<file path="config.mk">
export PLATFORM = sky130hd
export DESIGN_NAME = jtag_master_flat
export DESIGN_NICKNAME = d
export VERILOG_FILES = /design/src/rtl/jtag_master_pkg.sv /design/src/rtl/jtag_if.sv /design/src/rtl/jtag_tck_gen.sv /design/src/rtl/jtag_master.sv /design/src/flat_wrapper.sv
export SDC_FILE = /design/constraint.sdc
export NUM_CORES = 1
export LEC_CHECK = 0
export CAP_MARGIN = 20
export CORE_MARGIN = 2
export CORE_UTILIZATION = 30
export CTS_BUF_LIST = sky130_fd_sc_hd__clkbuf_8
export CTS_CLUSTER_SIZE = 16
export DETAILED_ROUTE_END_ITERATION = 7
export PLACE_DENSITY = 0.51
export SLEW_MARGIN = 30
export SYNTH_ARGS = -nofsm -noshare
export SYNTH_HDL_FRONTEND = slang
export SYNTH_HIERARCHICAL = 1
export SYNTH_SLANG_ARGS = --single-unit
</file>
<file path="constraint.sdc">
create_clock -name clk -period 8.9 [get_ports clk]
set_clock_uncertainty 0.1 [all_clocks]
set_input_delay 2.67 -clock clk [delete_from_list [all_inputs] [get_ports clk]]
set_output_delay 2.67 -clock clk [all_outputs]
set_load 0.02 [all_outputs]
</file>
<file path="src/rtl/jtag_master_pkg.sv">
// Shared types for the JTAG master.
//   cmd_type_e : command encoding on cmd_type (3 is reserved and behaves as TAP_RESET)
//   state_e    : scan sequencer states
//   head_t     : TMS preamble walked before the shift phase (or the whole TAP_RESET)
package jtag_master_pkg;

  localparam int MAX_LEN_DEFAULT = 64;

  typedef enum logic [1:0] {
    CMD_TAP_RESET = 2'd0,
    CMD_IR_SCAN   = 2'd1,
    CMD_DR_SCAN   = 2'd2,
    CMD_RESERVED  = 2'd3
  } cmd_type_e;

  typedef enum logic [2:0] {
    ST_IDLE  = 3'd0,
    ST_HEAD  = 3'd1,
    ST_SHIFT = 3'd2,
    ST_TAIL  = 3'd3,
    ST_RESP  = 3'd4
  } state_e;

  // tms holds the preamble LSB first; last is the index of its final TCK.
  typedef struct packed {
    logic [5:0] tms;
    logic [2:0] last;
    logic       to_shift;
  } head_t;

  function automatic head_t head_seq(input cmd_type_e t);
    head_t h;
    case (t)
      CMD_IR_SCAN: h = '{tms: 6'b000011, last: 3'd3, to_shift: 1'b1}; // 1,1,0,0
      CMD_DR_SCAN: h = '{tms: 6'b000001, last: 3'd2, to_shift: 1'b1}; // 1,0,0
      default:     h = '{tms: 6'b011111, last: 3'd5, to_shift: 1'b0}; // 1,1,1,1,1,0
    endcase
    return h;
  endfunction

endpackage

</file>
<file path="src/rtl/jtag_if.sv">
// JTAG pin bundle. The master drives trst_n/tck/tms/tdi and samples tdo.
interface jtag_if;
  logic trst_n;
  logic tck;
  logic tms;
  logic tdi;
  logic tdo;

  modport master (output trst_n, tck, tms, tdi, input tdo);
  modport target (input trst_n, tck, tms, tdi, output tdo);
endinterface

</file>
<file path="src/rtl/jtag_tck_gen.sv">
// TCK generator: while en is high, tck is low CLK_DIV clk cycles then high
// CLK_DIV clk cycles. rise_stb/fall_stb flag the clk edge on which tck
// toggles, so the sequencer can act on exactly that edge.
//   clk, rst  : clock, async active-high reset
//   en        : run; when low tck is parked low and the divider restarts
//   tck       : divided clock
//   rise_stb  : tck rises on this clk edge
//   fall_stb  : tck falls on this clk edge
module jtag_tck_gen #(
  parameter int unsigned CLK_DIV = 2
) (
  input  logic clk,
  input  logic rst,
  input  logic en,
  output logic tck,
  output logic rise_stb,
  output logic fall_stb
);

  logic [7:0] div_q;
  logic       tck_q;
  logic       wrap;

  assign wrap     = en && (div_q == 8'(CLK_DIV - 1));
  assign rise_stb = wrap && !tck_q;
  assign fall_stb = wrap && tck_q;
  assign tck      = tck_q;

  // NOTE: asynchronous reset so tck drops the instant rst rises; state uses <= only.
  always_ff @(posedge clk or posedge rst) begin
    if (rst) begin
      div_q <= '0;
      tck_q <= 1'b0;
    end else if (!en) begin
      div_q <= '0;
      tck_q <= 1'b0;
    end else if (wrap) begin
      div_q <= '0;
      tck_q <= !tck_q;
    end else begin
      div_q <= div_q + 8'd1;
    end
  end

endmodule

</file>
<file path="src/rtl/jtag_master.sv">
// Command-driven JTAG scan master.
//   clk, rst           : clock, async active-high reset
//   cmd_valid/ready    : command handshake; ready only in IDLE
//   cmd_type           : TAP_RESET / IR_SCAN / DR_SCAN (3 = TAP_RESET)
//   cmd_len            : shift length minus one
//   cmd_data           : TDI bits, LSB shifted first
//   rsp_valid/ready    : result handshake; result held until consumed
//   rsp_data           : captured TDO bits, bit i = i-th sampled bit
//   jtag               : JTAG pins (master side)
module jtag_master
  import jtag_master_pkg::*;
#(
  parameter int unsigned CLK_DIV = 2,
  parameter int unsigned MAX_LEN = MAX_LEN_DEFAULT
) (
  input  logic               clk,
  input  logic               rst,
  input  logic               cmd_valid,
  output logic               cmd_ready,
  input  logic [1:0]         cmd_type,
  input  logic [5:0]         cmd_len,
  input  logic [MAX_LEN-1:0] cmd_data,
  output logic               rsp_valid,
  input  logic               rsp_ready,
  output logic [MAX_LEN-1:0] rsp_data,
  jtag_if.master             jtag
);

  localparam int IDX_W = $clog2(MAX_LEN);

  state_e             state_q, state_d;
  logic [6:0]         cnt_q, cnt_d;      // TCK index within the current phase
  logic               tms_q, tms_d;
  logic               tdi_q, tdi_d;
  logic               trst_n_q;
  logic [MAX_LEN-1:0] data_q, data_d;    // remaining TDI bits, shifted right
  logic [MAX_LEN-1:0] cap_q, cap_d;      // captured TDO bits
  logic [5:0]         len_q, len_d;
  head_t              head_q, head_d;

  logic tck_w, rise_stb, fall_stb, tck_en;

  assign tck_en = (state_q == ST_HEAD) || (state_q == ST_SHIFT) || (state_q == ST_TAIL);

  jtag_tck_gen #(.CLK_DIV(CLK_DIV)) u_tck_gen (
    .clk      (clk),
    .rst      (rst),
    .en       (tck_en),
    .tck      (tck_w),
    .rise_stb (rise_stb),
    .fall_stb (fall_stb)
  );

  assign jtag.tck    = tck_w;
  assign jtag.tms    = tms_q;
  assign jtag.tdi    = tdi_q;
  assign jtag.trst_n = trst_n_q;

  // trst_n_q doubles as "out of reset for at least one clk".
  assign cmd_ready = (state_q == ST_IDLE) && trst_n_q;
  assign rsp_valid = (state_q == ST_RESP);
  assign rsp_data  = cap_q;

  // NOTE: every next-state variable takes its hold value first, so no path infers a latch.
  always_comb begin
    state_d = state_q;
    cnt_d   = cnt_q;
    tms_d   = tms_q;
    tdi_d   = tdi_q;
    data_d  = data_q;
    cap_d   = cap_q;
    len_d   = len_q;
    head_d  = head_q;

    case (state_q)
      ST_IDLE: begin
        if (cmd_valid && cmd_ready) begin
          head_d  = head_seq(cmd_type_e'(cmd_type));
          state_d = ST_HEAD;
          cnt_d   = '0;
          tms_d   = head_d.tms[0];
          tdi_d   = 1'b0;
          data_d  = cmd_data;
          len_d   = cmd_len;
          cap_d   = '0;
        end
      end

      ST_HEAD: begin
        if (fall_stb) begin
          if (cnt_q[2:0] == head_q.last) begin
            cnt_d = '0;
            if (head_q.to_shift) begin
              state_d = ST_SHIFT;
              tms_d   = (len_q == 6'd0);     // single-bit scan exits on its only bit
              tdi_d   = data_q[0];
            end else begin
              state_d = ST_RESP;
            end
          end else begin
            cnt_d = cnt_q + 7'd1;
            tms_d = head_q.tms[cnt_q[2:0] + 3'd1];
          end
        end
      end

      ST_SHIFT: begin
        if (rise_stb) cap_d[cnt_q[IDX_W-1:0]] = jtag.tdo;
        if (fall_stb) begin
          if (cnt_q == {1'b0, len_q}) begin
            state_d = ST_TAIL;
            cnt_d   = '0;
            tms_d   = 1'b1;
            tdi_d   = 1'b0;
          end else begin
            cnt_d  = cnt_q + 7'd1;
            data_d = data_q >> 1;
            tdi_d  = data_q[1];
            tms_d  = ((cnt_q + 7'd1) == {1'b0, len_q});
          end
        end
      end

      ST_TAIL: begin
        // Exit1 -> Update (tms=1) -> Run-Test/Idle (tms=0)
        if (fall_stb) begin
          if (cnt_q[0]) begin
            state_d = ST_RESP;
          end else begin
            cnt_d = cnt_q + 7'd1;
            tms_d = 1'b0;
          end
        end
      end

      ST_RESP: begin
        if (rsp_ready) state_d = ST_IDLE;
      end

      default: state_d = ST_IDLE;
    endcase
  end

  always_ff @(posedge clk or posedge rst) begin
    if (rst) begin
      state_q  <= ST_IDLE;
      cnt_q    <= '0;
      tms_q    <= 1'b1;
      tdi_q    <= 1'b0;
      trst_n_q <= 1'b0;
      data_q   <= '0;
      cap_q    <= '0;
      len_q    <= '0;
      head_q   <= '0;
    end else begin
      state_q  <= state_d;
      cnt_q    <= cnt_d;
      tms_q    <= tms_d;
      tdi_q    <= tdi_d;
      trst_n_q <= 1'b1;
      data_q   <= data_d;
      cap_q    <= cap_d;
      len_q    <= len_d;
      head_q   <= head_d;
    end
  end

endmodule

</file>
<file path="src/flat_wrapper.sv">
// flat-port wrapper written by rule: the top's interface ports become plain ports
module jtag_master_flat import jtag_master_pkg::*;
#(
  parameter int unsigned CLK_DIV = 2,
  parameter int unsigned MAX_LEN = MAX_LEN_DEFAULT
)
  (clk, rst, cmd_valid, cmd_ready, cmd_type, cmd_len, cmd_data, rsp_valid, rsp_ready, rsp_data, jtag_trst_n, jtag_tck, jtag_tms, jtag_tdi, jtag_tdo);
  jtag_if jtag_i ();
  input  logic clk;
  input  logic rst;
  input  logic cmd_valid;
  output logic cmd_ready;
  input  logic [1:0] cmd_type;
  input  logic [5:0] cmd_len;
  input  logic [MAX_LEN-1:0] cmd_data;
  output logic rsp_valid;
  input  logic rsp_ready;
  output logic [MAX_LEN-1:0] rsp_data;
  output wire logic [$bits(jtag_i.trst_n)-1:0] jtag_trst_n;
  output wire logic [$bits(jtag_i.tck)-1:0] jtag_tck;
  output wire logic [$bits(jtag_i.tms)-1:0] jtag_tms;
  output wire logic [$bits(jtag_i.tdi)-1:0] jtag_tdi;
  input wire logic [$bits(jtag_i.tdo)-1:0] jtag_tdo;
  assign jtag_trst_n = jtag_i.trst_n;
  assign jtag_tck = jtag_i.tck;
  assign jtag_tms = jtag_i.tms;
  assign jtag_tdi = jtag_i.tdi;
  assign jtag_i.tdo = jtag_tdo;
  jtag_master #(.CLK_DIV(CLK_DIV), .MAX_LEN(MAX_LEN)) u_core (.clk(clk), .rst(rst), .cmd_valid(cmd_valid), .cmd_ready(cmd_ready), .cmd_type(cmd_type), .cmd_len(cmd_len), .cmd_data(cmd_data), .rsp_valid(rsp_valid), .rsp_ready(rsp_ready), .rsp_data(rsp_data), .jtag(jtag_i));
endmodule
</file>
### Yosys cells after proc, flatten, opt, wreduce, memory -nomap -nowiden

Cells that the tools add are included.

| storage, ports and cells | value |
|---|---|
| register bits | 166 |
| input port bits | 77 |
| output and inout port bits | 70 |
| word-level logic and storage cells | 117 |

| cells by class | value |
|---|---|
| $add $sub $neg | 3 |
| $lt $le $gt $ge | 3 |
| eq/ne operators | 24 |
| mux-type cells | 51 |
| reduce and logical (&&, ||, !) cells | 22 |

Operators with widths:

| kind | count |
|---|---|
| 64-bit two-way mux | 5 |
| 64-bit case mux with 2 select lines | 2 |
| 64-bit bitwise mux | 1 |
| 7-bit two-way mux | 7 |
| 7-bit case mux with 4 select lines | 1 |
| 3-bit two-way mux | 9 |
| 1-bit two-way mux | 18 |
| 9-bit case mux with 2 select lines | 1 |
| 8-bit two-way mux | 2 |
| 2-bit by 1-bit != test with 1-bit output, second input constant | 8 |
| 3-bit case mux with 5 select lines | 1 |
| 7-bit by 6-bit equality test with 1-bit output | 2 |
| 6-bit AND reduction | 2 |
| 2-bit != test, second input constant | 5 |
| 8-bit by 1-bit adder with 8-bit output, second input constant | 1 |
| 8-bit by 1-bit equality test with 1-bit output, second input constant | 1 |
| 8-bit AND reduction | 1 |
| 7-bit by 1-bit adder with 7-bit output, second input constant | 1 |
| 6-bit by 7-bit less-than comparator with 1-bit output, second input constant | 1 |
| 7-bit AND reduction | 1 |
| 1-bit demux with 6-bit select | 1 |
| 3-bit by 2-bit equality test with 1-bit output, second input constant | 2 |
| 6-bit by 1-bit >= comparator with 1-bit output, second input constant | 1 |
| 1-bit logical AND | 6 |
| other kinds (22) | 23 |

### Longest topological paths before layout

Gate-level depths: netlist (run 1).

| depth | value |
|---|---|
| depth in word-level cells | 7 |
| depth in mapped cells | 11 |
| gate-level depth less buffers | 9 |

### By module

Netlist (run 1), hierarchy kept.

Modules (own cells, without submodules):

| module | instances | cells each | area each (um^2) | seq. area each (um^2) |
|---|---|---|---|---|
| jtag_master | 1 | 856 | 7647.3 | 3779.9 |
| jtag_tck_gen | 1 | 47 | 446.7 | 225.2 |

### Worst setup path after synthesis (run 1)

OpenSTA, ideal clock, no wires.

| timing path | value |
|---|---|
| kind | input to register |
| start point | input port cmd_valid |
| end point | register u_core.cap_q[31] (netlist: u_core/rsp_data[31]) |
| library setup time | 0.083 ns |
| arrival | 3.822 ns |
| data required time | 8.717 ns |
| path slack | 4.895 ns |
| cell stages on the path | 5 |
| buffers on the path | 1 |
| cell sequence | and3b_1 o21ai_1 clkbuf_1 or4b_2 o21ai_0 |

| on the way | value |
|---|---|
| longest elaborated chain between the ends | 3 |

Ends and longest elaborated chain:

| item | line | source |
|---|---|---|
| from (decl) | flat_wrapper.sv:11 | `input logic cmd_valid;` |
| 1-bit logical AND | jtag_master.sv:77 | `if (cmd_valid && cmd_ready) begin` |
| 2-bit != test (no source line) | -- |  |
| 3-bit AND reduction (no source line) | -- |  |
| to (signal assigned) | jtag_master.sv:162 | `cap_q <= cap_d;` |
| to (decl) | jtag_master.sv:37 | `logic [MAX_LEN-1:0] cap_q, cap_d;` |

No other way between the ends.
A chain may end at the register's enable or synchronous reset.

### Worst setup path in the final report (run 1)

| timing path | value |
|---|---|
| start point | register u_core.state_q[1] |
| end point | output port cmd_ready |

| on the way | value |
|---|---|
| longest elaborated chain between the ends | 2 |

Ends and longest elaborated chain:

| item | line | source |
|---|---|---|
| from (decl) | jtag_master.sv:31 | `state_e state_q, state_d;` |
| from (signal assigned) | jtag_master.sv:156 | `state_q <= state_d;` |
| 3-bit zero test | jtag_master.sv:60 | `assign cmd_ready = (state_q == ST_IDLE) && trst_n_q;` |
| 1-bit logical AND | jtag_master.sv:60 |  |
| to (decl) | flat_wrapper.sv:12 | `output logic cmd_ready;` |

No other way between the ends.

==> flow_metrics.tcl, run 1 <==
set metrics [dict create \
    outcome "completed" \
    setup_viol_count_final 0 \
    grt_usage_pct 16.4 \
    dp.final_hpwl_um 15200 \
    synth-seq-cells 160 \
    hold_viol 0 \
    hp-class "reg2reg" \
    cts_htree_levels 4 \
    grt_remaining_overflow 0 \
    num-nets-final 1097 \
    p_per_area_nw_per_um2 268 \
    critPathTopFamily "buffers and inverters" \
    slowest_delay_ns 0.64 \
    clk_latency_ns 0.46 \
    cp-startpoint "u_core/state_q[1]" \
    cp-start-kind "register" \
    grt_pass1_vias 6576 \
    placed_area_um2 9820 \
    maxSlewViolCount 0 \
    critical_path.cell_chain "nor2_4 -> and3_1 -> clkdlybuf4s50_1" \
    power.leakage_nw 4.53 \
    cts_setup_buffers 0 \
    cts_tree "yes" \
    worstPathMaxFanout 17 \
    grt_first_pass_wirelength_um 37000 \
    synth_common_cells "nand2_1 (237), dfrtp_1 (159), o21ai_0 (141)" \
    ys_types 56 \
    cts-buffers-inserted 17 \
    stdcell_area_um2 10300 \
    initial_core_util_pct 30.3 \
    synth_top_area_share_pct 49.2 \
    core-area_um2 26700 \
    rr_endpoint "u_core/data_q[21]" \
    cp.required_ns 6.13 \
    max-cap-violations 0 \
    ctsResizeCount 0 \
    slew_headroom_pct 43.2 \
    drive_gt1_share_pct 12.1 \
    antenna_left 0 \
    async_reset_ff_share_pct 100 \
    reg2reg_from "u_core/state_q[1]" \
    drtIter0Drc 528 \
    synth_area_um2 8090 \
    die_area_um2 28300 \
    crit_path_end "cmd_ready" \
    ys_top_cells_by_area "dfrtp_1 (49%), nand2_1 (11%), o21ai_0 (8.7%)" \
    worstSetupEndpointType "primary output" \
    drt_first_pass_iters 5 \
    slowest_stage "clkdlybuf4s50_1" \
    cp.depth 3 \
    arrival_ns 2.21 \
    grt_max_degree 81 \
    die_w_um 168 \
    fillCellCount 2722 \
    rrSetupSlack_ns 5.03 \
    viasPerCell 5.00 \
    post-route-period-util_pct 55.9 \
    cts_root_buffer "clkbuf_8" \
    drcViolationCount 0 \
    synth.most_common_cell "nand2_1" \
    synth_cells 903 \
    clk_path_buf_depth 2 \
    yosys.area.top_type "dfrtp_1" \
    cp_num_buf_inv 1 \
    yosys_most_used_dff "dfrtp_1" \
    r2r_cells 8 \
    wl_per_cell_um 16.9 \
    fin_tns_setup_ns 0 \
    finalWirelength_um 23100 \
    max_slew.worst_pin.slew_ns 0.844 \
    syn_to_final_growth_pct 26.7 \
    floorplan.rows 60 \
    ir_worst_vdd_uv 121 \
    fmax_mhz 201 \
    critical_path_class "reg2out" \
    min_period_ns 4.98 \
    antenna_found_initial 0 \
    synth_area_per_cell_um2 8.96 \
    cts.clk_slew.worst_paths_ns 0.10 \
    die_h_um 168 \
    clock-sinks 160 \
    synth_edf_count 0 \
    rsz0062_at_grt "false" \
    ios 147 \
    yosys_warnings 6 \
    ys_seq_area_share_pct 49.5 \
    io_buffers 146 \
    num_vias 6849 \
    holdBufCountCts 0 \
    syn_nets 985 \
    gp_congestion 0.807 \
    diodes 0 \
]
cell type report:
type                       count  area [um2]  area share (%)
multi-input combinational    666        3800            37.1
tap                          341         427            4.16
inverter                      16        65.1           0.635
clock buffer                  17         234            2.28
timing repair buffer         154        1530            14.9
sequential                   160        4010            39.1
clock inverter                15         193            1.88
metrics by stage:
stage	cells	setup slack (ns)	hold slack, ns	util, %	power (mW)
final	1369	3.92	0.366	38.4	2.75
after global routing	1369	3.75	0.386	38.4	2.96
after CTS	1369	3.89	0.375	38.3	2.79
after detailed placement	1337	3.69	0.351	36.7	2.19
after global placement	1337	3.70	0.344	36.6	2.17
after floorplan	903	2.07	0.328	-	1.89
layer usage:
layer  track usage [%]  part of all wire [%]
met1              24.0                    48
met3              3.22                   5.0
met4              4.09                   1.0
met2              24.9                    46
met5                 0                     0
where the power goes:
part	internal, mW	switching [mW]	total (mW)
clock network	0.265	0.318	0.583
logic	0.466	0.603	1.07
registers	0.929	0.171	1.10
logic make-up after synthesis:
group / Yosys count / share of synthesized area, %
buf+inv: 77 / 4.24
compound gates: 248 / 16.7
xor+xnor: 17 / 1.84
flops: 160 / 49.5
simple gates: 328 / 17.6
fa+ha+maj: 5 / 0.773
other cells: 1 / 0.0463
mux: 67 / 9.29
flip-flops by register name, summed over array words and instances (netlist names):
| name | cells |
|---|---|
| u_core/rsp_data | 64 |
| u_core/len_q | 6 |
| u_core/data_q | 64 |
| u_core/head_q | 4 |
| u_core/jtag.tms | 1 |
| u_core/state_q | 3 |
| u_core/jtag.tdi | 1 |
| u_core/u_tck_gen/tck | 1 |
| u_core/u_tck_gen/div_q | 8 |
| u_core/cnt_q | 7 |
| u_core/jtag.trst_n | 1 |
cells in the final DEF, fill, tap and decap left out, types with 3 or more instances in the layout:
cell type,instances
and3_1,5
a21oi_1,74
nor2_1,22
mux2_1,5
nor4_1,3
nor3_2,7
nor3b_2,3
o211ai_1,6
or3_1,9
clkbuf_8,17
o21ai_0,141
o21ai_1,4
mux2_2,60
a211oi_1,3
inv_6,5
nand4_1,3
inv_1,15
clkdlybuf4s50_1,146
xnor2_1,3
and2_1,5
xor2_1,14
inv_8,5
buf_4,7
ha_1,5
nand3_1,13
nand2_1,236
dfrtp_1,159
o2111ai_1,3
nor3_1,8
worst min path at each step:
stage,startpoint,end,cells after the start
after global placement,u_core/head_q[4],u_core/head_q[4],1
after detailed placement,u_core/head_q[4],u_core/head_q[4],1
after floorplan,u_core/head_q[4],u_core/head_q[4],1
after CTS,u_core/head_q[4],u_core/head_q[4],1
after global routing,u_core/head_q[4],u_core/head_q[4],1
final,u_core/head_q[4],u_core/head_q[4],1
Note: power is estimated with default switching activity, not from simulation.
==> run 2, diff against run 1 <==
Settings changed: PLACE_DENSITY 0.51 to 0.52.
Clock period 8.9 ns to 4.5 ns, I/O delays scaled along.
==> flow_metrics.tcl, run 2 (synthesis results as in run 1) <==
set metrics [dict create \
    fillCellCount 2721 \
    cts_htree_levels 4 \
    grt_busiest_layer "met2" \
    cts_tree "yes" \
    min_to "u_core/head_q[4]" \
    slowest_stage "clkdlybuf4s50_1" \
    initial_core_util_pct 30.3 \
    slowest_delay_ns 0.64 \
    drcViolationCount 0 \
    worstSetupEndpointType "primary output" \
    slew_headroom_pct 36.2 \
    rr_endpoint "u_core/cnt_q[1]" \
    max_slew.worst_pin.slew_ns 0.950 \
    clock-sinks 160 \
    p_per_area_nw_per_um2 525 \
    mostFrequentLayoutCell "nand2_1" \
    grt_pass1_vias 6627 \
    layout_common_cells "nand2_1 (236), dfrtp_1 (159), clkdlybuf4s50_1 (146), o21ai_0 (141), a21oi_1 (74)" \
    finish.utilization_pct 38.5 \
    power.leakage_nw 4.54 \
    critical_path_class "reg2out" \
    drt_first_pass_iters 5 \
    cts.clk_slew.worst_paths_ns 0.09 \
    grt_usage_pct 16.6 \
    combPwrFrac_pct 39.8 \
    stdcell_count 1376 \
    whs_path_depth 1 \
    die_h_um 168 \
    hold_viol 0 \
    grt_first_pass_wirelength_um 37300 \
    clk_latency_ns 0.45 \
    num-nets-final 1104 \
    dp.final_hpwl_um 15500 \
    cts_setup_buffers 0 \
    num_vias 6938 \
    outcome "completed" \
    holdBufCountCts 0 \
    use_met2_pct 24.9 \
    ir_worst_vdd_uv 190 \
    die_w_um 168 \
    hp-start "u_core/head_q[4]" \
    critical_path.cell_chain "nor2_4 -> and3_1 -> clkdlybuf4s50_1" \
    core-area_um2 26700 \
    drtIter0Drc 531 \
    max-cap-violations 0 \
    p_total_mw 5.40 \
    p_sw_share_pct 39.4 \
    place_inst 1344 \
    die_area_um2 28300 \
    p_clk_share_pct 20.0 \
    cts_root_buffer "clkbuf_8" \
    grt_remaining_overflow 0 \
    r2r_cells 10 \
    seqPwrFrac_pct 40.2 \
    cp_num_buf_inv 1 \
    wl_per_cell_um 17.0 \
    drive_gt1_share_pct 12.5 \
    critPathTopFamily "buffers and inverters" \
    antenna_found_initial 0 \
    reg2reg_from "u_core/state_q[0]" \
    gp_congestion 0.785 \
    antenna_left 0 \
    cp-startpoint "u_core/state_q[0]" \
    cp.required_ns 3.05 \
    syn_to_final_growth_pct 27.1 \
    diodes 0 \
    hp-class "reg2reg" \
    fmax_mhz 278 \
    grt_max_degree 69 \
    ios 147 \
    p_switching_mw 2.13 \
    arrival_ns 2.14 \
    setup_viol_count_final 0 \
    grtUsageMet3_pct 2.96 \
    rsz0062_at_grt "false" \
    floorplan.rows 60 \
    finalWirelength_um 23400 \
    ctsResizeCount 0 \
    rrSetupSlack_ns 1.14 \
    clk_path_buf_depth 2 \
    fin_tns_setup_ns 0 \
    viasPerCell 5.04 \
    min_period_ns 3.59 \
    worstPathMaxFanout 19 \
    cts-buffers-inserted 17 \
    io_buffers 146 \
    p_int_mw 3.27 \
    use_met1_pct 24.7 \
    cp-start-kind "register" \
    maxSlewViolCount 0 \
    post-route-period-util_pct 79.9 \
]
-- run 2: cell types whose count changed in the layout (fill, tap and decap cells not counted), moves of 3 or more --
cell and change:
clkbuf_8 +3, clkinvlp_4 +3, buf_4 +6, inv_8 -4
-- run 2: layer usage --
metal	wire, um	part of all wire (%)
met2	10300	44
met3	1330	5.7
met5	0	0
met4	244	1.0
met1	11400	49
-- run 2: final cells by class --
cell class	instances	area [um2]	area share, %
sequential	160	4010	38.9
multi-input combinational	666	3790	36.9
timing repair buffer	161	1600	15.5
tap	341	427	4.15
clock buffer	20	275	2.68
clock inverter	12	121	1.18
inverter	16	63.8	0.620
-- run 2: how the worst max path moves through the flow --
stage,end,cells past startpoint
floorplan,u_core/cnt_q[0],1
global placement,u_core/rsp_data[6],6
detailed placement,u_core/rsp_data[14],6
CTS,rsp_valid,3
global route,rsp_valid,3
finish,cmd_ready,3
-- run 2: power by group through the flow --
stage / combinational (mW) / sequential (mW) / clock (mW)
3_5_place_dp: 2.16 / 2.20 / 0
2_1_floorplan: 1.68 / 2.07 / 0
6_report: 2.15 / 2.17 / 1.08
4_1_cts: 2.17 / 2.17 / 1.12
3_3_place_gp: 2.13 / 2.18 / 0
5_1_grt: 2.39 / 2.23 / 1.19
-- run 2: stage by stage --
step                area, um2  hold WS (ns)  setup WS [ns]
global route            10300         0.408          0.778
floorplan                8100         0.328           1.15
global placement         9860         0.348          0.879
detailed placement       9880         0.351          0.869
CTS                     10300         0.379          0.848
finish                  10300         0.375          0.905
==> run 3, diff against run 2 <==
Settings changed: PLACE_DENSITY 0.52 to 0.51.
Clock period 4.5 ns to 3.62 ns, I/O delays scaled along.
==> flow_metrics.tcl, run 3 (synthesis results as in run 1) <==
set metrics [dict create \
    cts-buffers-inserted 17 \
    dr.max_layer_used "met4" \
    drtIter0Drc 425 \
    cts_setup_buffers 0 \
    fin_tns_setup_ns 0 \
    cts.clk_slew.worst_paths_ns 0.09 \
    critical_path.cell_chain "inv_1 -> nor3_1 -> clkdlybuf4s50_1" \
    power.leakage_nw 4.60 \
    worstSetupEndpointType "primary output" \
    grt_remaining_overflow 0 \
    critical_path_class "reg2out" \
    drt_first_pass_iters 5 \
    rsz0062_at_grt "false" \
    seqPwrFrac_pct 38.8 \
    dp.final_hpwl_um 15500 \
    ir_worst_vdd_uv 283 \
    fillCellCount 2742 \
    initial_core_util_pct 30.3 \
    p_sw_share_pct 40.0 \
    place_inst 1354 \
    clock-sinks 160 \
    post-route-period-util_pct 91.1 \
    setup_viol_count_final 0 \
    die_h_um 168 \
    max_slew.worst_pin.slew_ns 0.904 \
    finalWirelength_um 23300 \
    gp_congestion 0.778 \
    slew_headroom_pct 39.3 \
    antenna_left 0 \
    cts_htree_levels 4 \
    num_vias 6955 \
    grt_first_pass_wirelength_um 37000 \
    stdcell_count 1386 \
    p_clk_share_pct 20.3 \
    slowest_delay_ns 0.65 \
    floorplan.rows 60 \
    fmax_mhz 303 \
    drive_gt1_share_pct 12.8 \
    grt_usage_pct 16.4 \
    p_switching_mw 2.72 \
    clk_path_buf_depth 2 \
    syn_to_final_growth_pct 28.1 \
    arrival_ns 2.11 \
    finish.utilization_pct 38.8 \
    die_w_um 168 \
    cts_tree "yes" \
    die_area_um2 28300 \
    m1WireLength_um 11100 \
    slowest_stage "clkdlybuf4s50_1" \
    combPwrFrac_pct 40.9 \
    p_per_area_nw_per_um2 656 \
    clk_latency_ns 0.47 \
    layout_common_cells "nand2_1 (236), dfrtp_1 (159), clkdlybuf4s50_1 (146), o21ai_0 (141), a21oi_1 (74)" \
    ctsResizeCount 0 \
    dr_wl_met2_um 10600 \
    wl_per_cell_um 16.8 \
    antenna_found_initial 0 \
    min_period_ns 3.30 \
    max-cap-violations 0 \
    grt_pass1_vias 6578 \
    hold_viol 0 \
    viasPerCell 5.02 \
    hp-class "reg2reg" \
    ios 147 \
    holdBufCountCts 0 \
    hold_ws_ns 0.391 \
    cp-start-kind "register" \
    worstPathMaxFanout 12 \
    core-area_um2 26700 \
    drcViolationCount 0 \
    p_int_mw 4.08 \
    grt_max_degree 96 \
    mostFrequentLayoutCell "nand2_1" \
    io_buffers 146 \
    diodes 0 \
    cp.required_ns 2.43 \
    outcome "completed" \
    maxSlewViolCount 0 \
    cts_root_buffer "clkbuf_8" \
    num-nets-final 1114 \
    wl_met3_um 1230 \
]
-- run 3: critical path: cells and delay by family (launching register included) --
kind                   cells  cell delay [ns]
buffers and inverters      2             0.80
DFF                        1             0.60
and+or+nand+nor            1             0.26
-- run 3: final timing paths --
kind	startpoint	to	slack (ns)	cells past startpoint
min in group asynchronous	rst	u_core/u_tck_gen/div_q[2]	0.88	2
min	u_core/data_q[35]	u_core/data_q[35]	0.39	1
min reg2reg	u_core/data_q[35]	u_core/data_q[35]	0.39	1
max in group asynchronous	rst	u_core/jtag.tms	1.94	3
max reg2reg	u_core/u_tck_gen/div_q[1]	u_core/cnt_q[1]	0.55	9
max	u_core/state_q[2]	rsp_valid	0.32	3
-- run 3: stage by stage --
stage	setup WS [ns]	area, um2	power, mW
after global placement	0.543	9960	5.42
after detailed placement	0.484	9960	5.46
after global routing	0.141	10400	7.29
after floorplan	0.532	8100	4.66
final	0.323	10400	6.80
after CTS	0.222	10400	6.86
-- run 3: area by class of cell --
type	count	area (um2)	area share (%)
Inverter	16	63.8	0.615
Sequential cell	160	4010	38.6
Tap cell	341	427	4.11
Clock buffer	17	234	2.26
Timing Repair Buffer	171	1700	16.4
Multi-Input combinational cell	666	3770	36.4
Clock inverter	15	168	1.62
-- run 3: power groups by stage --
stage / registers (mW) / clock network, mW / logic [mW]
after floorplan: 2.57 / 0 / 2.09
after global placement: 2.67 / 0 / 2.75
after detailed placement: 2.68 / 0 / 2.78
after CTS: 2.64 / 1.42 / 2.79
after global routing: 2.72 / 1.51 / 3.07
final: 2.64 / 1.38 / 2.78
-- run 3: per-layer routing --
| metal | vias up | GRT usage (%) |
|---|---|---|
| li1 | 3363 | - |
| met5 | - | 0 |
| met2 | 210 | 25.2 |
| met3 | 21 | 3.13 |
| met1 | 3361 | 23.7 |
| met4 | 0 | 4.69 |
==> variant 1: new RTL, flow settings as in run 2 <==
The 5 states of `state_e` get a Gray code encoding in 3 bits.
--- a/src/rtl/jtag_master_pkg.sv
+++ b/src/rtl/jtag_master_pkg.sv
@@ -14,11 +14,11 @@
   } cmd_type_e;
 
   typedef enum logic [2:0] {
-    ST_IDLE  = 3'd0,
-    ST_HEAD  = 3'd1,
-    ST_SHIFT = 3'd2,
-    ST_TAIL  = 3'd3,
-    ST_RESP  = 3'd4
+    ST_IDLE  = 3'b000,
+    ST_HEAD  = 3'b001,
+    ST_SHIFT = 3'b011,
+    ST_TAIL  = 3'b010,
+    ST_RESP  = 3'b110
   } state_e;
 
   // tms holds the preamble LSB first; last is the index of its final TCK.
Check against the original RTL: no difference found for any inputs over 10 cycles, from zero or initial values and one cycle with rst high; not proved beyond that.
==> variant 1 against run 2 <==
  * Sequential cell count stayed put
  * Cell area is 3.6% lower
  * Global-route usage is 0.54 points higher
  * Synthesized area is 5.1% lower
  * Power is 1.8% lower
  * Routed wire length is 2.8% lower
  * Maximum frequency is 0.41% higher
  * First-iteration DRC count is 4.9% lower
  * Critical endpoint is now rsp_valid
  * Critical path depth stayed put
  * Combinational power is 6% lower
  * Setup slack better by 15 ps
  * Via count is 0.40% lower
==> variant 1: results (changes against run 2) <==
arrival time worst endpoint=2130 ps; leakage power=0.00410 uW (was 0.00454 uW); Cells after Synth=884 (was 903); CP max FO=15 (was 19); net count of the finished layout=1085 (was 1104); flop2flop setup slack=1200 ps (was 1140 ps); number of hold-repair buffers added at the cts stage=0 (unchanged); number of vias per cell=5.14 (was 5.04); Post-Synthesis Net Count=966 (was 985); M1 wire length=11100 um (was 11400 um); Layout fillers=2561 (was 2721); relative slew slack=35.3% (was 36.2%); status=completed (unchanged); Crit-path slowest cell=sky130_fd_sc_hd__dfrtp_1 (was sky130_fd_sc_hd__clkdlybuf4s50_1); vias in the first global route=6423 (was 6627); global-route total usage across every layer=17.1% (was 16.6%); highest metal layer with signal wires=met4 (unchanged); fraction of final layout cells sized beyond drive strength 1=6.31% (was 12.5%); wire length on met2=9970 um (was 10300 um); clk buf depth=2 (unchanged); RePlAce Congestion=0.798 (was 0.785); first-pass GRT wire length=36000 um (was 37300 um); top cell family by delay on the critical path=flip-flops (was buffers and inverters); number of vias in the routed layout=6910 (was 6938); maximum number of pins on one net before global-route repair=127 (was 69); register clock-pin slew on the reported worst setup and hold paths=80 ps; Num CTS Buffers=17 (unchanged); DP Cell Count=1314 (was 1344); Crit Reg-Reg Startpoint=u_core/state_q[1] (was u_core/state_q[0]); met3 wire len=1360 um (was 1330 um); top cells by instance count after synthesis=sky130_fd_sc_hd__nand2_1 (164), sky130_fd_sc_hd__dfrtp_1 (159), sky130_fd_sc_hd__o21ai_0 (140) (was sky130_fd_sc_hd__nand2_1 (237), sky130_fd_sc_hd__dfrtp_1 (159), sky130_fd_sc_hd__o21ai_0 (141)); first-iteration detailed-routing DRC count=505 (was 531); share of synthesized registers carrying an async set or reset=100% (unchanged); cell types occupying the most area after synthesis=sky130_fd_sc_hd__dfrtp_1 (52%), sky130_fd_sc_hd__o21ai_0 (9.1%), sky130_fd_sc_hd__nand2_1 (8.0%) (was sky130_fd_sc_hd__dfrtp_1 (49%), sky130_fd_sc_hd__nand2_1 (11%), sky130_fd_sc_hd__o21ai_0 (8.7%)); end of the worst register-to-register path=u_core/rsp_data[5] (was u_core/cnt_q[1]); placed wire-length estimate=14800 um (was 15500 um); wire length per cell after detailed routing=16.9 um (was 17.0 um); share of the yosys chip area belonging to registers=52.2% (was 49.5%); maximum vdd drop=217 uV (was 190 uV); first-pass iteration count of the detailed router=5 (unchanged); Slowest Stage Delay on Critical Path=660 ps (was 640 ps); count of different cell masters after synthesis=49 (was 56)
variant 1: cell count changes after synthesis, sizes merged, moves of 8 or more:
cell,change
clkbuf,+21
nand2,-73
buf,-21
mux2,-61
nor3,-8
nor2,+57
a31oi,+70
variant 1: cells by family after synthesis:
family          synth area share (%)
simple gates                    17.8
compound gates                  21.9
flops                           52.2
buf+inv                         3.80
xor+xnor                        2.17
mux                             1.24
fa+ha+maj                      0.815
other cells                   0.0488
variant 1: worst max path at each step:
stage	startpoint	to	slack (ps)
floorplan	rst	u_core/cnt_q[0]	1150
global route	u_core/state_q[1]	rsp_valid	770
finish	u_core/state_q[1]	rsp_valid	920
CTS	u_core/state_q[1]	cmd_ready	870
global placement	cmd_valid	u_core/rsp_data[16]	840
detailed placement	cmd_valid	u_core/rsp_data[5]	780
variant 1: layout make-up:
type	instances	area share [%]
multi-input combinational	650	34.6
timing repair buffer	161	16.4
sequential	160	40.4
clock buffer	18	2.50
inverter	13	0.530
tap	330	4.17
clock inverter	12	1.45
variant 1: per-layer routing:
metal / track usage, % / vias to the layer above
li1: - / 3329
met1: 25.4 / 3354
met2: 25.1 / 214
met3: 3.94 / 13
met4: 4.27 / 0
met5: 0 / -
variant 1: where the power goes:
group	total [uW]	internal [uW]	switching (uW)
registers	2190	1800	387
clock network	1090	553	541
logic	2020	783	1230
variant 1: through the flow:
stage	setup WS (ps)	hold WS (ps)	instance area (um^2)	power, uW	utilization, %
after floorplan	1150	328	7680	3570	-
after global placement	836	347	9500	4200	37.7
after detailed placement	783	357	9510	4230	37.8
after CTS	867	376	9900	5340	39.3
after global routing	772	385	9910	5700	39.4
final	920	375	9910	5300	39.4
==> variant 2: new RTL, config.mk and constraints of run 2 <==
Made on the original files. Set the package constant `MAX_LEN_DEFAULT` to 128 (it was 64).
--- a/src/rtl/jtag_master_pkg.sv
+++ b/src/rtl/jtag_master_pkg.sv
@@ -4,7 +4,7 @@
 //   head_t     : TMS preamble walked before the shift phase (or the whole TAP_RESET)
 package jtag_master_pkg;
 
-  localparam int MAX_LEN_DEFAULT = 64;
+  localparam int MAX_LEN_DEFAULT = 128;
 
   typedef enum logic [1:0] {
     CMD_TAP_RESET = 2'd0,
Ports: changed (resized cmd_data and rsp_data); port bits go from 147 to 275. The function was not compared with the original's and may differ.
==> variant 2 against run 2 <==
  * Largest power group is now combinational cells
  * Utilization increased by 1.2 points
  * Setup slack got worse by 120 ps
  * Final cell count up 61%
  * Power increased by 91%
  * Cell area is 85% higher
  * Critical path depth unchanged
  * Synthesized area up 80%
  * Count of clock-buffer cells in the layout grew 48
  * Hold slack improved by 6.6 ps
  * Largest cell class unchanged
  * Routed wire length rose by 97%
  * Sequential cell count grew 128
  * Combinational power increased by 80%
==> variant 2: results (changes against run 2) <==
Crit Reg-Reg Startpoint=u_core/u_tck_gen/div_q[1] (was u_core/state_q[0]); Worst Reg-to-Reg Cells=10 (unchanged); count of different cell masters after synthesis=63 (was 56); wire length per cell after detailed routing=20.7 um (was 17.0 um); net count of the finished layout=1711 (was 1104); number of vias per cell=5.14 (was 5.04); total setup buffers inserted after CTS=0 (unchanged); CP max FO=21 (was 19); fraction of final layout cells sized beyond drive strength 1=22.0% (was 12.5%); status=completed (unchanged); cell types occupying the most area after synthesis=sky130_fd_sc_hd__dfrtp_1 (49%), sky130_fd_sc_hd__mux2_4 (11%), sky130_fd_sc_hd__o21ai_0 (9.3%) (was sky130_fd_sc_hd__dfrtp_1 (49%), sky130_fd_sc_hd__nand2_1 (11%), sky130_fd_sc_hd__o21ai_0 (8.7%)); first-pass GRT wire length=70400 um (was 37300 um); insertion delay of the later-clocked pin in the worst-skew pair=640 ps (was 450 ps); share of the yosys chip area belonging to registers=49.6% (was 49.5%); first-pass iteration count of the detailed router=5 (unchanged); area after detailed placement=17900 um^2 (was 9880 um^2); share of synthesized registers carrying an async set or reset=100% (unchanged); top cell family by delay on the critical path=buffers and inverters (unchanged); end of the worst register-to-register path=u_core/rsp_data[18] (was u_core/cnt_q[1]); worst setup timing slack at the placement stage=803 ps (was 869 ps); part of the total power dissipated in the clock network=26.3% (was 20.0%); maximum number of pins on one net before global-route repair=138 (was 69); compound-gate portion of the synthesized area=16.0% (was 16.7%); register clock-pin slew on the reported worst setup and hold paths=60 ps (was 90 ps); synthesized-area fraction occupied by adder cells=0.430% (was 0.773%); deepest level of the CTS H-tree=2 (was 4); Post-Synthesis Net Count=1443 (was 985); portion of netlist area occupied by mux cells=22.5% (was 9.29%); sink of the worst hold path=u_core/head_q[4] (unchanged); maximum vdd drop=310 uV (was 190 uV); xor-xnor portion of the synthesized cell area=1.02% (was 1.84%); IO buf count=274 (was 146); startpoint of the most critical hold path=u_core/head_q[4] (unchanged); flop2flop setup slack=1350 ps (was 1140 ps); first-iteration detailed-routing DRC count=858 (was 531); Crit-path slowest cell=sky130_fd_sc_hd__clkdlybuf4s50_1 (unchanged); vias in the first global route=11400 (was 6627); clk buf depth=3 (was 2); leakage power=0.00813 uW (was 0.00454 uW); classification of the worst-slack hold path=register to register (unchanged); antenna diode count=0 (unchanged); Tightest Pin Transition=987 ps (was 950 ps); Sw Share=32.3% (was 39.4%); RePlAce Congestion=0.774 (was 0.785); Num CTS Buffers=53 (was 17); top cells by instance count after synthesis=sky130_fd_sc_hd__dfrtp_1 (287), sky130_fd_sc_hd__o21ai_0 (269), sky130_fd_sc_hd__a21oi_1 (138) (was sky130_fd_sc_hd__nand2_1 (237), sky130_fd_sc_hd__dfrtp_1 (159), sky130_fd_sc_hd__o21ai_0 (141)); placed wire-length estimate=30500 um (was 15500 um); arrival time worst endpoint=2260 ps (was 2140 ps); total sequential power=3740 uW (was 2170 uW); Yosys warnings=6 (unchanged); global-route total usage across every layer=17.9% (was 16.6%); Min Hold Slack=382 ps (was 375 ps); Slowest Stage Delay on Critical Path=690 ps (was 640 ps)
[variant 2: cell types whose count changed after synthesis, moves of 30 or more]
| cell | before | now |
|---|---|---|
| sky130_fd_sc_hd__a21oi_1 | 74 | 138 |
| sky130_fd_sc_hd__dfrtp_1 | 159 | 287 |
| sky130_fd_sc_hd__nand2_1 | 237 | 67 |
| sky130_fd_sc_hd__mux2_2 | 60 | 108 |
| sky130_fd_sc_hd__mux2_1 | 5 | 35 |
| sky130_fd_sc_hd__o21ai_0 | 141 | 269 |
| sky130_fd_sc_hd__mux2_4 | 0 | 110 |
[variant 2: layer usage]
metal  vias to the layer above  wire, um  GRT usage (%)
met5                         -         0              0
met4                         0      1010           5.79
met3                        69      2940           3.62
met2                       390     21800           28.6
met1                      5719     20300           24.4
li1                       5238         -              -
[variant 2: worst max-delay path by stage]
stage	startpoint	endpoint	slack, ps	cells after the start
floorplan	rst	u_core/cnt_q[0]	-640	1
global placement	cmd_valid	u_core/rsp_data[121]	820	6
detailed placement	cmd_valid	u_core/rsp_data[64]	800	6
CTS	u_core/state_q[0]	cmd_ready	740	3
global route	u_core/state_q[1]	rsp_valid	650	3
finish	u_core/state_q[0]	cmd_ready	790	3
[variant 2: per-stage QoR]
step	cells	power, uW
2_1_floorplan	1297	6980
3_3_place_gp	2125	7560
3_5_place_dp	2125	7640
4_1_cts	2221	10400
5_1_grt	2221	10900
6_report	2221	10300
[variant 2: cell type report]
class	count	area, um^2
clock inverters	28	205
well taps	615	769
repair buffers	307	3070
multi-input cells	899	6750
clock buffers	68	936
fillers	4721	28800
inverters	16	63.8
flip-flops and latches	288	7210
